$ cat config.mk
export PLATFORM = sky130hd
export DESIGN_NAME = kd_leaf_responder
export DESIGN_NICKNAME = d
export VERILOG_FILES = /design/src/rtl/kd_pkg.sv /design/src/rtl/kd_axis_select.sv /design/src/rtl/kd_leaf_responder.sv
export SDC_FILE = /design/constraint.sdc
export NUM_CORES = 1
export LEC_CHECK = 0
export BUFFER_PORTS_ARGS = -buffer_cell sky130_fd_sc_hd__buf_2
export CAP_MARGIN = 20
export CORE_ASPECT_RATIO = 0.9
export CORE_MARGIN = 4
export CORE_UTILIZATION = 57
export DETAILED_ROUTE_END_ITERATION = 8
export GPL_ROUTABILITY_DRIVEN = 0
export PLACE_DENSITY = 0.89
export RECOVER_POWER = 50
export SYNTH_ARGS = -nofsm -noshare
export SYNTH_HDL_FRONTEND = slang
export SYNTH_HIERARCHICAL = 1
export SYNTH_SLANG_ARGS = --single-unit
export TNS_END_PERCENT = 1
$ cat constraint.sdc
create_clock -name clk -period 6.4 [get_ports clk]
set_clock_uncertainty 0.05 [all_clocks]
set_input_delay 0.64 -clock clk [delete_from_list [all_inputs] [get_ports clk]]
set_output_delay 0.64 -clock clk [all_outputs]
set_load 0.005 [all_outputs]
$ cat src/rtl/kd_pkg.sv
// Shared definitions for the kd-tree parent/child command link.
// Holds the bus widths, the command encodings both sides of the link agree
// on, the sort-axis encodings, and the leaf state encoding.
package kd_pkg;

    localparam int COMMAND_SIZE = 5;
    localparam int DATA_SIZE    = 24;
    localparam int CH_SIZE      = 8;

    // Command codes travelling down (parent -> child) and up (child -> parent)
    localparam logic [COMMAND_SIZE-1:0] CMD_NOP                      = 5'h00;
    localparam logic [COMMAND_SIZE-1:0] CMD_CENTER_FILL              = 5'h01;
    localparam logic [COMMAND_SIZE-1:0] CMD_CONFIGURE_SORT_AXIS      = 5'h02;
    localparam logic [COMMAND_SIZE-1:0] CMD_RECEIVE_CENTER           = 5'h03;
    localparam logic [COMMAND_SIZE-1:0] CMD_SWITCH_WITH_LEFT         = 5'h04;
    localparam logic [COMMAND_SIZE-1:0] CMD_CENTER_FILL_DONE         = 5'h05;
    localparam logic [COMMAND_SIZE-1:0] CMD_CONFIGURE_SORT_AXIS_DONE = 5'h07;
    localparam logic [COMMAND_SIZE-1:0] CMD_BUSY                     = 5'h08;
    localparam logic [COMMAND_SIZE-1:0] CMD_START_SORTING            = 5'h09;
    localparam logic [COMMAND_SIZE-1:0] CMD_SWITCH                   = 5'h0b;
    localparam logic [COMMAND_SIZE-1:0] CMD_VALID_SORT               = 5'h0f;
    localparam logic [COMMAND_SIZE-1:0] CMD_DNE                      = 5'h10;
    localparam logic [COMMAND_SIZE-1:0] CMD_VALID_DONE               = 5'h11;
    localparam logic [COMMAND_SIZE-1:0] CMD_EXPOSE_CENTER            = 5'h12;
    localparam logic [COMMAND_SIZE-1:0] CMD_NEXT_SORT_LEVEL          = 5'h13;
    localparam logic [COMMAND_SIZE-1:0] CMD_START_SORTING_AS_ROOT    = 5'h14;
    localparam logic [COMMAND_SIZE-1:0] CMD_SORT_DONE                = 5'h15;
    localparam logic [COMMAND_SIZE-1:0] CMD_RST_DONE                 = 5'h1e;
    localparam logic [COMMAND_SIZE-1:0] CMD_RST                      = 5'h1f;

    // Sort axis selects one colour channel; 2'd3 is never stored
    localparam logic [1:0] AXIS_R       = 2'd0;
    localparam logic [1:0] AXIS_G       = 2'd1;
    localparam logic [1:0] AXIS_B       = 2'd2;
    localparam logic [1:0] AXIS_ILLEGAL = 2'd3;

    typedef enum logic [1:0] {
        ST_IDLE   = 2'd0,
        ST_FULL   = 2'd1,
        ST_SORTED = 2'd2
    } leaf_state_t;

endpackage

$ cat src/rtl/kd_axis_select.sv
// Combinational channel mux: picks the colour channel of a center that the
// current sort axis refers to.
// Ports:
//   center  in  DATA_SIZE  RGB center (R=[23:16], G=[15:8], B=[7:0])
//   axis    in  2          sort axis (0=R, 1=G, 2=B)
//   key     out CH_SIZE    selected channel
module kd_axis_select
    import kd_pkg::*;
(
    input  logic [DATA_SIZE-1:0] center,
    input  logic [1:0]           axis,
    output logic [CH_SIZE-1:0]   key
);

    // The illegal axis value never reaches storage, so it just maps to zero
    always_comb begin
        key = '0;
        case (axis)
            AXIS_R:  key = center[23:16];
            AXIS_G:  key = center[15:8];
            AXIS_B:  key = center[7:0];
            default: key = '0;
        endcase
    end

endmodule

$ cat src/rtl/kd_leaf_responder.sv
// Leaf endpoint of the kd-tree parent/child link. It stands in for an empty
// subtree under a node, holds a single RGB center, and answers every parent
// command with a registered status/data response one cycle later.
// Ports:
//   clk               in   1             rising-edge clock
//   reset             in   1             synchronous active-low reset
//   command_from_top  in   COMMAND_SIZE  command from the parent
//   data_from_top     in   DATA_SIZE     data from the parent
//   command_to_top    out  COMMAND_SIZE  registered status to the parent
//   data_to_top       out  DATA_SIZE     registered data to the parent
//   key_to_top        out  CH_SIZE       registered channel of center on axis
//   occupied          out  1             registered: a center is held
module kd_leaf_responder
    import kd_pkg::*;
(
    input  logic                    clk,
    input  logic                    reset,
    input  logic [COMMAND_SIZE-1:0] command_from_top,
    input  logic [DATA_SIZE-1:0]    data_from_top,
    output logic [COMMAND_SIZE-1:0] command_to_top,
    output logic [DATA_SIZE-1:0]    data_to_top,
    output logic [CH_SIZE-1:0]      key_to_top,
    output logic                    occupied
);

    leaf_state_t             state, state_next;
    logic [DATA_SIZE-1:0]    center, center_next;
    logic [1:0]              axis, axis_next;
    logic [COMMAND_SIZE-1:0] command_next;
    logic [DATA_SIZE-1:0]    data_next;
    logic                    occupied_next;
    logic [CH_SIZE-1:0]      key_next;

    // The key is computed from the values the center and axis are about to
    // take, so it lands in the same cycle as the response that changed them.
    kd_axis_select u_axis_select (
        .center (center_next),
        .axis   (axis_next),
        .key    (key_next)
    );

    // State, storage and all up-link outputs are registered together; reset
    // wins over any command presented in the same cycle.
    always_ff @(posedge clk) begin
        if (!reset) begin
            state          <= ST_IDLE;
            center         <= '0;
            axis           <= AXIS_R;
            occupied       <= 1'b0;
            command_to_top <= CMD_NOP;
            data_to_top    <= '0;
            key_to_top     <= '0;
        end else begin
            state          <= state_next;
            center         <= center_next;
            axis           <= axis_next;
            occupied       <= occupied_next;
            command_to_top <= command_next;
            data_to_top    <= data_next;
            key_to_top     <= key_next;
        end
    end

    // Command decode. Everything holds by default and the response code falls
    // back to nop, which also covers unknown codes.
    always_comb begin
        state_next    = state;
        center_next   = center;
        axis_next     = axis;
        occupied_next = occupied;
        command_next  = CMD_NOP;
        data_next     = data_to_top;

        case (command_from_top)
            CMD_RST: begin
                state_next    = ST_IDLE;
                center_next   = '0;
                axis_next     = AXIS_R;
                occupied_next = 1'b0;
                command_next  = CMD_RST_DONE;
                data_next     = '0;
            end
            CMD_CENTER_FILL: begin
                // A full leaf reports done so the parent steers fills elsewhere
                if (state == ST_IDLE) begin
                    state_next    = ST_FULL;
                    center_next   = data_from_top;
                    occupied_next = 1'b1;
                    command_next  = CMD_RECEIVE_CENTER;
                end else begin
                    command_next  = CMD_CENTER_FILL_DONE;
                end
            end
            CMD_CONFIGURE_SORT_AXIS: begin
                if (data_from_top[1:0] == AXIS_ILLEGAL) begin
                    command_next = CMD_DNE;
                end else begin
                    axis_next    = data_from_top[1:0];
                    command_next = CMD_CONFIGURE_SORT_AXIS_DONE;
                end
            end
            CMD_EXPOSE_CENTER: begin
                if (occupied) begin
                    data_next    = center;
                    command_next = CMD_VALID_SORT;
                end else begin
                    data_next    = '0;
                    command_next = CMD_DNE;
                end
            end
            CMD_SWITCH, CMD_SWITCH_WITH_LEFT: begin
                // True swap: the old center goes up while the new one is stored
                if (occupied) begin
                    state_next   = ST_FULL;
                    center_next  = data_from_top;
                    data_next    = center;
                    command_next = CMD_VALID_DONE;
                end else begin
                    command_next = CMD_DNE;
                end
            end
            CMD_START_SORTING, CMD_START_SORTING_AS_ROOT, CMD_NEXT_SORT_LEVEL: begin
                // A single element is already sorted
                state_next   = occupied ? ST_SORTED : ST_IDLE;
                command_next = CMD_SORT_DONE;
            end
            default: begin
                command_next = CMD_NOP;
            end
        endcase
    end

endmodule

==> metrics.yaml, run 1 <==
cts_inserted_buffers: 9
fin_nets: 361
grt-ovfl-total: 0
slew_headroom: 0.271
crit_path_start_kind: "input pin"
use_met3: 0.0703
ctsHoldBuffers: 0
power_density_nw_per_um2: 245
layout_common_cells: "dfxtp_1 (66), a22o_1 (48), buf_2 (48)"
hold_viol: 0
grt.busiest_layer: "met2"
wl_per_cell_um: 18.7
yosys_warnings: 6
worstMarginPinSlew_ns: 1.08
fp.dieW_um: 84.0
grtUsageTotal: 0.236
syn_area_um2: 2960
drc: 0
clk_latency_ns: 0.34
die_h_um: 76.4
dp_hpwl_um: 4990
vias: 2585
hold_path_class: "reg2reg"
grt_max_degree: 49
grt_pass1_vias: 2489
drt_wl_total_um: 7450
synth_nets: 309
cts_resized: 0
portBuffers: 68
antenna_found_initial: 0
grt_use_met1: 0.321
cts_tree: "yes"
grt.met2_usage: 0.359
synth.avg_cell_area_um2: 10.7
synth_edf_count: 0
drt-pass1-iter-count: 5
area_growth_syn_to_layout_pct: 14.8
grt_pass1_wl_um: 12200
fp.dieArea_um2: 6410
maxCapViolCount: 0
p_leak_nw: 1.36
slew_viol_final: 0
hold_ws_ns: 0.421
crit_arrival_ns: 3.57
mostFrequentLayoutCell: "dfxtp_1"
post_cts_buffers: 0
vdd_drop_max_uv: 151
cts.path.max_buffers: 2
path_class: "in2reg"
cp_max_fo: 48
end_kind: "register"
drive_gt1_frac: 0.210
n_antenna_cell: 0
worstPathRequired_ns: 6.63
clock_sinks: 66
async_flop_share: 0
rows: 24
initial_core_util: 0.601
post-route-period-util: 0.522
path_clk_slew_ns: 0.07
core_area_um2: 4920
setup_viol: 0
io_pins: 69
ant_nets: 0
grt_setup_unrepaired: "no"
cts_max_level: 3
status: "complete, no violations"
synth_cell_types: 48
clock.fmax_ghz: 0.299
layout_min_cycle_time_ns: 3.34
ys_seq_elements: 66
viasPerCell: 6.48
first_iter_violations: 309
syn_inst: 278
ys.flop_type: "dfxtp_1"
seq_area_frac_synth: 0.446
setup_tns_ns: 0
root_buffer: "clkbuf_8"
-- path summary, 6_finish.rpt --
| kind | from | end | slack, ns | depth (start not counted) |
|---|---|---|---|---|
| hold / removal | data_to_top[2]$_SDFFE_PN0P_ | data_to_top[2]$_SDFFE_PN0P_ | 0.42 | 1 |
| setup reg to reg | state[0]$_SDFFE_PN0P_ | key_to_top[6]$_SDFF_PN0_ | 4.08 | 7 |
| hold reg to reg | data_to_top[2]$_SDFFE_PN0P_ | data_to_top[2]$_SDFFE_PN0P_ | 0.42 | 1 |
| setup / recovery | command_from_top[2] | key_to_top[6]$_SDFF_PN0_ | 3.06 | 9 |
-- layout make-up --
| class | instances | area, um2 |
|---|---|---|
| flip-flops and latches | 66 | 1320 |
| well taps | 65 | 81.3 |
| clock inverters | 2 | 35.0 |
| inverters | 2 | 7.51 |
| clock buffers | 13 | 169 |
| repair buffers | 70 | 330 |
| fillers | 408 | 1520 |
| multi-input cells | 181 | 1460 |
-- worst max-delay path: stages --
cell and delay, ns:
clkbuf_1 0.25, nor4b_1 0.99, nand3_1 0.40, o311ai_4 0.15
buf_4 0.46, a22o_1 0.28, mux2i_1 0.09, o2bb2ai_1 0.17
and2_1 0.14
-- kinds of logic after synthesis --
group	share of synthesized area
mux	0.0270
compound gates	0.326
xor+xnor	0.00296
simple gates	0.138
buf+inv	0.0596
flops	0.446
-- through the flow --
| stage | total power, mW | instances | cell area [um2] | worst slack, ns | utilization |
|---|---|---|---|---|---|
| 6_report | 0.833 | 399 | 3400 | 3.06 | 0.691 |
| 5_1_grt | 0.867 | 399 | 3400 | 2.93 | 0.691 |
| 4_1_cts | 0.838 | 399 | 3450 | 3.67 | 0.700 |
| 3_5_place_dp | 0.487 | 384 | 3240 | 3.32 | 0.659 |
| 3_3_place_gp | 0.485 | 384 | 3240 | 3.37 | 0.659 |
| 2_1_floorplan | 0.466 | 278 | 2960 | 3.75 | - |
-- registers in the layout, summed over array words and instances, names as in the netlist --
name	count
command_to_top	5
key_to_top	8
occupied	1
data_to_top	24
state	2
axis	2
center	24
-- metal layers --
layer | vias to the layer above | share of wire
met1 | 1237 | 0.45
li1 | 1203 | -
met5 | - | 0
met4 | 0 | 0.018
met2 | 127 | 0.46
met3 | 18 | 0.078
-- synth_stat cells (2+ instances only) --
master      n  area share
nand4b_1    2      0.0059
dfxtp_1    66        0.45
a21oi_2     2      0.0059
a22o_1     48        0.14
mux2i_1     8       0.027
and3_1      3      0.0063
nor3b_1     2      0.0051
a21boi_0    2      0.0051
buf_2      12       0.020
a311oi_1    2      0.0059
o21a_1      2      0.0051
a21oi_1     3      0.0051
nor3_1      4      0.0068
buf_6       6       0.023
clkbuf_1   11       0.014
nor2_1      5      0.0063
nand2_1     6      0.0076
nand3_1     6       0.010
and2_1     15       0.032
nand2b_1    6       0.013
nor2b_1     2      0.0042
or2_2       2      0.0042
o2bb2ai_1   8       0.024
a32o_1     26       0.088
inv_1       2      0.0025
o211ai_1    3      0.0076
o21ai_0     3      0.0051
-- report_power, final --
part           internal (mW)  switching, mW
sequential             0.414        0.00260
combinational         0.0223         0.0385
clock                  0.209          0.146
No activity file was read; power rests on OpenSTA's default activity.
==> run 2: changes to the inputs <==
--- a/config.mk
+++ b/config.mk
@@ -5,14 +5,15 @@
 export SDC_FILE = /design/constraint.sdc
 export NUM_CORES = 1
 export LEC_CHECK = 0
+export ABC_AREA = 1
 export BUFFER_PORTS_ARGS = -buffer_cell sky130_fd_sc_hd__buf_2
 export CAP_MARGIN = 20
 export CORE_ASPECT_RATIO = 0.9
 export CORE_MARGIN = 4
-export CORE_UTILIZATION = 57
+export CORE_UTILIZATION = 50
 export DETAILED_ROUTE_END_ITERATION = 8
 export GPL_ROUTABILITY_DRIVEN = 0
-export PLACE_DENSITY = 0.89
+export PLACE_DENSITY = 0.81
 export RECOVER_POWER = 50
 export SYNTH_ARGS = -nofsm -noshare
 export SYNTH_HDL_FRONTEND = slang
==> constraint.sdc (replaced) <==
create_clock -name clk -period 2.78 [get_ports clk]
set_clock_uncertainty 0.05 [all_clocks]
set_input_delay 0.278 -clock clk [delete_from_list [all_inputs] [get_ports clk]]
set_output_delay 0.278 -clock clk [all_outputs]
set_load 0.005 [all_outputs]
==> run 2 against run 1 <==
Wire length grew 32%. Worst hold slack worse by 0.18 ns. Synthesized cell count up 110%. Sequential power up 140%. Flip-flop and latch count did not move. Area after synthesis up 23%. Combinational power rose to 5.1 times the previous value. Clock power rose by 130%. Die area up 36%. Utilization is 11 points lower. Critical path depth rose by 2. Largest cell class unchanged. Highest routed layer unchanged.
==> metrics.yaml, run 2 <==
status: "complete, no violations"
r2r_start: "state[0]$_SDFFE_PN0P_"
slew_viol_final: 0
rrSetupSlack_ns: 0.58
cts_inserted_buffers: 9
hold_path_class: "in2reg"
fp.dieW_um: 98.0
hold_viol: 0
slew_headroom: 0.419
grt-ovfl-total: 0
wl_per_cell_um: 13.3
async_flop_share: 0
grt_pass1_vias: 3557
ctsHoldBuffers: 0
synth_area_leaders: "dfxtp_1 (36%), nand2_1 (16%), nor2_1 (11%)"
worstPathRequired_ns: 2.98
p_leak_nw: 2.05
reg2reg_to: "key_to_top[6]$_SDFF_PN0_"
synth.most_common_cell: "nand2_1"
synth_top_area_frac: 0.363
layout_min_cycle_time_ns: 2.20
core_area_um2: 7080
largestRegisters: "center x24, data_to_top x24, key_to_top x8"
grt_pass1_wl_um: 16100
power_density_nw_per_um2: 512
first_iter_violations: 402
drc: 0
ant_nets: 0
antenna_found_initial: 0
cts_resized: 0
cp_max_fo: 38
fp.dieArea_um2: 8710
setup_viol: 0
seq_area_frac_synth: 0.363
grt_max_degree: 39
n_antenna_cell: 0
end_kind: "register"
crit_path_start_kind: "register"
post_cts_buffers: 0
yosysTopAreaCell: "dfxtp_1"
ys_seq_elements: 66
cts_max_level: 3
crit_arrival_ns: 2.40
clock_sinks: 66
ys.flop_type: "dfxtp_1"
maxCapViolCount: 0
synth_edf_count: 0
vias: 3940
io_pins: 69
cts_tree: "yes"
initial_core_util: 0.515
post-route-period-util: 0.793
path_clk_slew_ns: 0.07
drt-pass1-iter-count: 5
syn_inst: 592
root_buffer: "clkbuf_8"
grtUsageTotal: 0.229
yosys_warnings: 6
drive_gt1_frac: 0.122
portBuffers: 68
hold_start: "data_from_top[0]"
whs_endpoint: "axis[0]$_SDFF_PN0_"
rows: 29
setup_tns_ns: 0
worstMarginPinSlew_ns: 0.868
synth_cell_types: 22
r2r_cells: 11
synth_nets: 623
viasPerCell: 5.33
path_class: "reg2reg"
syn_area_um2: 3640
die_h_um: 89.0
p_total_mw: 2.12
vdd_drop_max_uv: 315
area_growth_syn_to_layout_pct: 13.5
holdPathStages: 3
clock.fmax_ghz: 0.454
dp_hpwl_um: 6710
cts.path.max_buffers: 2
layout_common_cells: "nand2_1 (158), nor2_1 (108), a21oi_1 (78)"
clk_latency_ns: 0.35
drt_wl_total_um: 9850
synth.avg_cell_area_um2: 6.15
fin_nets: 674
mostFrequentLayoutCell: "nand2_1"
grt_setup_unrepaired: "no"
yosys-top-cells-count: "nand2_1 (158), nor2_1 (107), a21oi_1 (78)"
hold_ws_ns: 0.237
[run 2: changes by cell type in the layout (fill, tap and decap cells not counted), moves of 6 or more]
cell	before	now
o2bb2ai_1	8	0
nand2b_1	6	0
mux2i_1	8	0
and2_1	13	0
a32o_1	26	0
nor2_1	5	108
o21ai_0	3	26
a21oi_1	4	78
nand3_1	6	59
nand2_1	6	158
inv_1	2	42
a22o_1	48	0
[run 2: through the flow]
step                      std cells   util  area, um2  setup slack [ns]
after CTS                       739  0.589       4170             0.845
after detailed placement        725  0.562       3980             0.695
final                           739  0.584       4130             0.576
after global routing            739  0.584       4130             0.349
after floorplan                 592      -       3640              1.08
after global placement          725  0.562       3980             0.752
[run 2: layout make-up]
| type | instances | area (um2) |
|---|---|---|
| clock buffers | 11 | 151 |
| clock inverters | 3 | 40.0 |
| fillers | 719 | 2940 |
| inverters | 47 | 176 |
| multi-input cells | 443 | 1940 |
| flip-flops and latches | 66 | 1320 |
| well taps | 93 | 116 |
| repair buffers | 76 | 382 |
[run 2: how the worst max path moves through the flow]
stage | startpoint | end | slack [ns] | cells after the start
detailed placement | command_from_top[2] | key_to_top[5]$_SDFF_PN0_ | 0.69 | 12
CTS | state[0]$_SDFFE_PN0P_ | key_to_top[4]$_SDFF_PN0_ | 0.85 | 11
floorplan | occupied$_SDFFE_PN0P_ | key_to_top[0]$_SDFF_PN0_ | 1.08 | 10
global route | state[0]$_SDFFE_PN0P_ | key_to_top[2]$_SDFF_PN0_ | 0.35 | 11
global placement | command_from_top[1] | key_to_top[0]$_SDFF_PN0_ | 0.75 | 12
finish | state[0]$_SDFFE_PN0P_ | key_to_top[6]$_SDFF_PN0_ | 0.58 | 11
[run 2: kinds of logic after synthesis]
group	Yosys count	synth area share
AOI/OAI and AO/OA	109	0.157
buffers and inverters	83	0.102
DFF	66	0.363
and+or+nand+nor	334	0.378
[run 2: power breakdown]
part / internal, mW / leakage (nW) / total, mW / switching, mW
Clock: 0.450 / 0.101 / 0.804 / 0.354
Combinational: 0.113 / 1.41 / 0.310 / 0.198
Sequential: 0.982 / 0.536 / 1.00 / 0.0193
Total: 1.54 / 2.05 / 2.12 / 0.571
[run 2: routing by layer]
layer  share of wire  GRT usage
met5               0          0
met4           0.015     0.0767
met3           0.082     0.0577
met1            0.44      0.292
met2            0.46      0.385
[run 2: worst max-delay path, stage by stage (launching register included)]
cell and delay (ns):
dfxtp_1 0.31, nor2_1 0.67, buf_12 0.27, nand2_1 0.06, o21ai_0 0.07, nor2_1 0.05
a21oi_1 0.18, nand2_1 0.10, nand3_1 0.10, nand3_1 0.10, nand2_1 0.08, inv_1 0.04
==> run 3: changes to the inputs <==
==> constraint.sdc (replaced) <==
create_clock -name clk -period 1.93 [get_ports clk]
set_clock_uncertainty 0.05 [all_clocks]
set_input_delay 0.193 -clock clk [delete_from_list [all_inputs] [get_ports clk]]
set_output_delay 0.193 -clock clk [all_outputs]
set_load 0.005 [all_outputs]
==> run 3 against run 2 <==
Clock-buffer cell count grew 1. Largest cell class unchanged. Utilization is 1.2 points higher. Via count up 2.4%.
==> metrics.yaml, run 3 (synthesis results as in run 2) <==
status: "complete, no violations"
io_pins: 69
wl_per_cell_um: 13.4
rrSetupSlack_ns: 0.21
crit_arrival_ns: 1.92
reg2reg_to: "key_to_top[5]$_SDFF_PN0_"
area_growth_syn_to_layout_pct: 15.7
viasPerCell: 5.38
dp_hpwl_um: 7230
cts_tree: "yes"
setup_tns_ns: 0
antenna_found_initial: 0
cts.path.max_buffers: 2
n_antenna_cell: 0
grt_setup_unrepaired: "no"
grt_pass1_vias: 3745
portBuffers: 68
cts_max_level: 3
power.switching_mw: 0.851
path_clk_slew_ns: 0.07
p_seq_frac: 0.465
ctsHoldBuffers: 0
post_cts_buffers: 0
hold_viol: 0
initial_core_util: 0.515
vias: 4033
rows: 29
vdd_drop_max_uv: 487
path_class: "reg2reg"
clk_latency_ns: 0.35
clock_sinks: 66
layout_min_cycle_time_ns: 1.72
core_area_um2: 7080
slew_viol_final: 0
p_int_mw: 2.25
combPwrFrac: 0.149
ant_nets: 0
critPathCapture: "key_to_top[5]$_SDFF_PN0_"
setup.worst_path.start: "state[0]$_SDFFE_PN0P_"
grtUsageTotal: 0.239
largestRegisters: "center x24, data_to_top x24, key_to_top x8"
clock.fmax_ghz: 0.581
r2r_start: "state[0]$_SDFFE_PN0P_"
fin_util: 0.596
fp.dieArea_um2: 8710
root_buffer: "clkbuf_8"
drc: 0
worstPathRequired_ns: 2.13
layout_common_cells: "nand2_1 (158), nor2_1 (108), a21oi_1 (78)"
p_clk_frac: 0.387
crit_path_start_kind: "register"
worstMarginPinSlew_ns: 0.455
drt-pass1-iter-count: 5
mostFrequentLayoutCell: "nand2_1"
post-route-period-util: 0.891
power_density_nw_per_um2: 736
first_iter_violations: 293
drive_gt1_frac: 0.143
hold_path_class: "in2reg"
setup_viol: 0
cp_max_fo: 22
drt_wl_total_um: 10100
slew_headroom: 0.697
r2r_cells: 11
p_sw_frac: 0.274
die_h_um: 89.0
grt-ovfl-total: 0
maxCapViolCount: 0
grt_pass1_wl_um: 16800
fp.dieW_um: 98.0
p_leak_nw: 2.11
grt_max_degree: 34
end_kind: "register"
fin_nets: 683
cts_inserted_buffers: 9
==> run 3: changes by cell type in the layout (fill, tap and decap cells not counted), moves of 2 or more <==
cell | before | now
buf_4 | 7 | 16
buf_2 | 43 | 48
clkinvlp_4 | 0 | 2
clkbuf_1 | 24 | 21
==> run 3: how the worst min path moves through the flow <==
stage / start / end / slack [ns] / depth (start not counted)
detailed placement: data_to_top[18]$_SDFFE_PN0P_ / data_to_top[18]$_SDFFE_PN0P_ / 0.42 / 2
finish: data_from_top[1] / axis[1]$_SDFF_PN0_ / 0.16 / 3
CTS: data_from_top[1] / axis[1]$_SDFF_PN0_ / 0.15 / 3
floorplan: data_from_top[0] / axis[0]$_SDFF_PN0_ / 0.35 / 2
global placement: data_to_top[4]$_SDFFE_PN0P_ / data_to_top[4]$_SDFFE_PN0P_ / 0.41 / 2
global route: data_from_top[1] / axis[1]$_SDFF_PN0_ / 0.18 / 3
==> run 3: per-layer routing <==
layer / vias to the layer above / wire (um) / track usage
met2: 191 / 4650 / 0.404
met5: - / 0 / 0
li1: 2002 / - / -
met1: 1807 / 4170 / 0.285
met4: 0 / 282 / 0.108
met3: 33 / 958 / 0.0686
==> run 3: power by group through the flow <==
stage	clock [mW]	sequential (mW)	combinational, mW
after floorplan	0	1.47	0.306
after global placement	0	1.47	0.446
after detailed placement	0	1.47	0.461
after CTS	1.21	1.44	0.464
after global routing	1.28	1.45	0.527
final	1.20	1.44	0.462
==> run 3: through the flow <==
step | hold WS (ns) | setup WS [ns] | std cells | area, um2 | total power, mW
3_5_place_dp | 0.418 | -0.116 | 734 | 4040 | 1.93
2_1_floorplan | 0.349 | 0.232 | 592 | 3640 | 1.78
3_3_place_gp | 0.408 | 0.0476 | 734 | 4040 | 1.92
6_report | 0.159 | 0.210 | 750 | 4210 | 3.10
4_1_cts | 0.146 | 0.236 | 750 | 4250 | 3.12
5_1_grt | 0.182 | 0.0314 | 750 | 4210 | 3.25
==> run 3: final cells by class <==
| class | count | area, um2 |
|---|---|---|
| tap | 93 | 116 |
| timing repair buffer | 85 | 455 |
| sequential | 66 | 1320 |
| multi-input combinational | 443 | 1940 |
| clock buffer | 12 | 155 |
| inverter | 47 | 176 |
| clock inverter | 4 | 50.0 |
| fill | 707 | 2860 |
==> run 3: repair_timing <==
| item | in CTS | in global routing |
|---|---|---|
| endpoints found under the setup margin | 0 | 5 |
| resized for setup | 0 | 1 |
| endpoints found under the hold margin | 0 | 0 |
==> run 3: worst max-delay path, cell delays in order (launching register included) <==
cell     delay (ns)
dfxtp_1        0.31
nor2_1         0.13
buf_4          0.27
nand2_1        0.07
o21ai_0        0.08
nor2_1         0.07
a21oi_1        0.17
nand2_1        0.13
nand3_1        0.13
nand3_1        0.09
nand2_1        0.08
inv_1          0.05
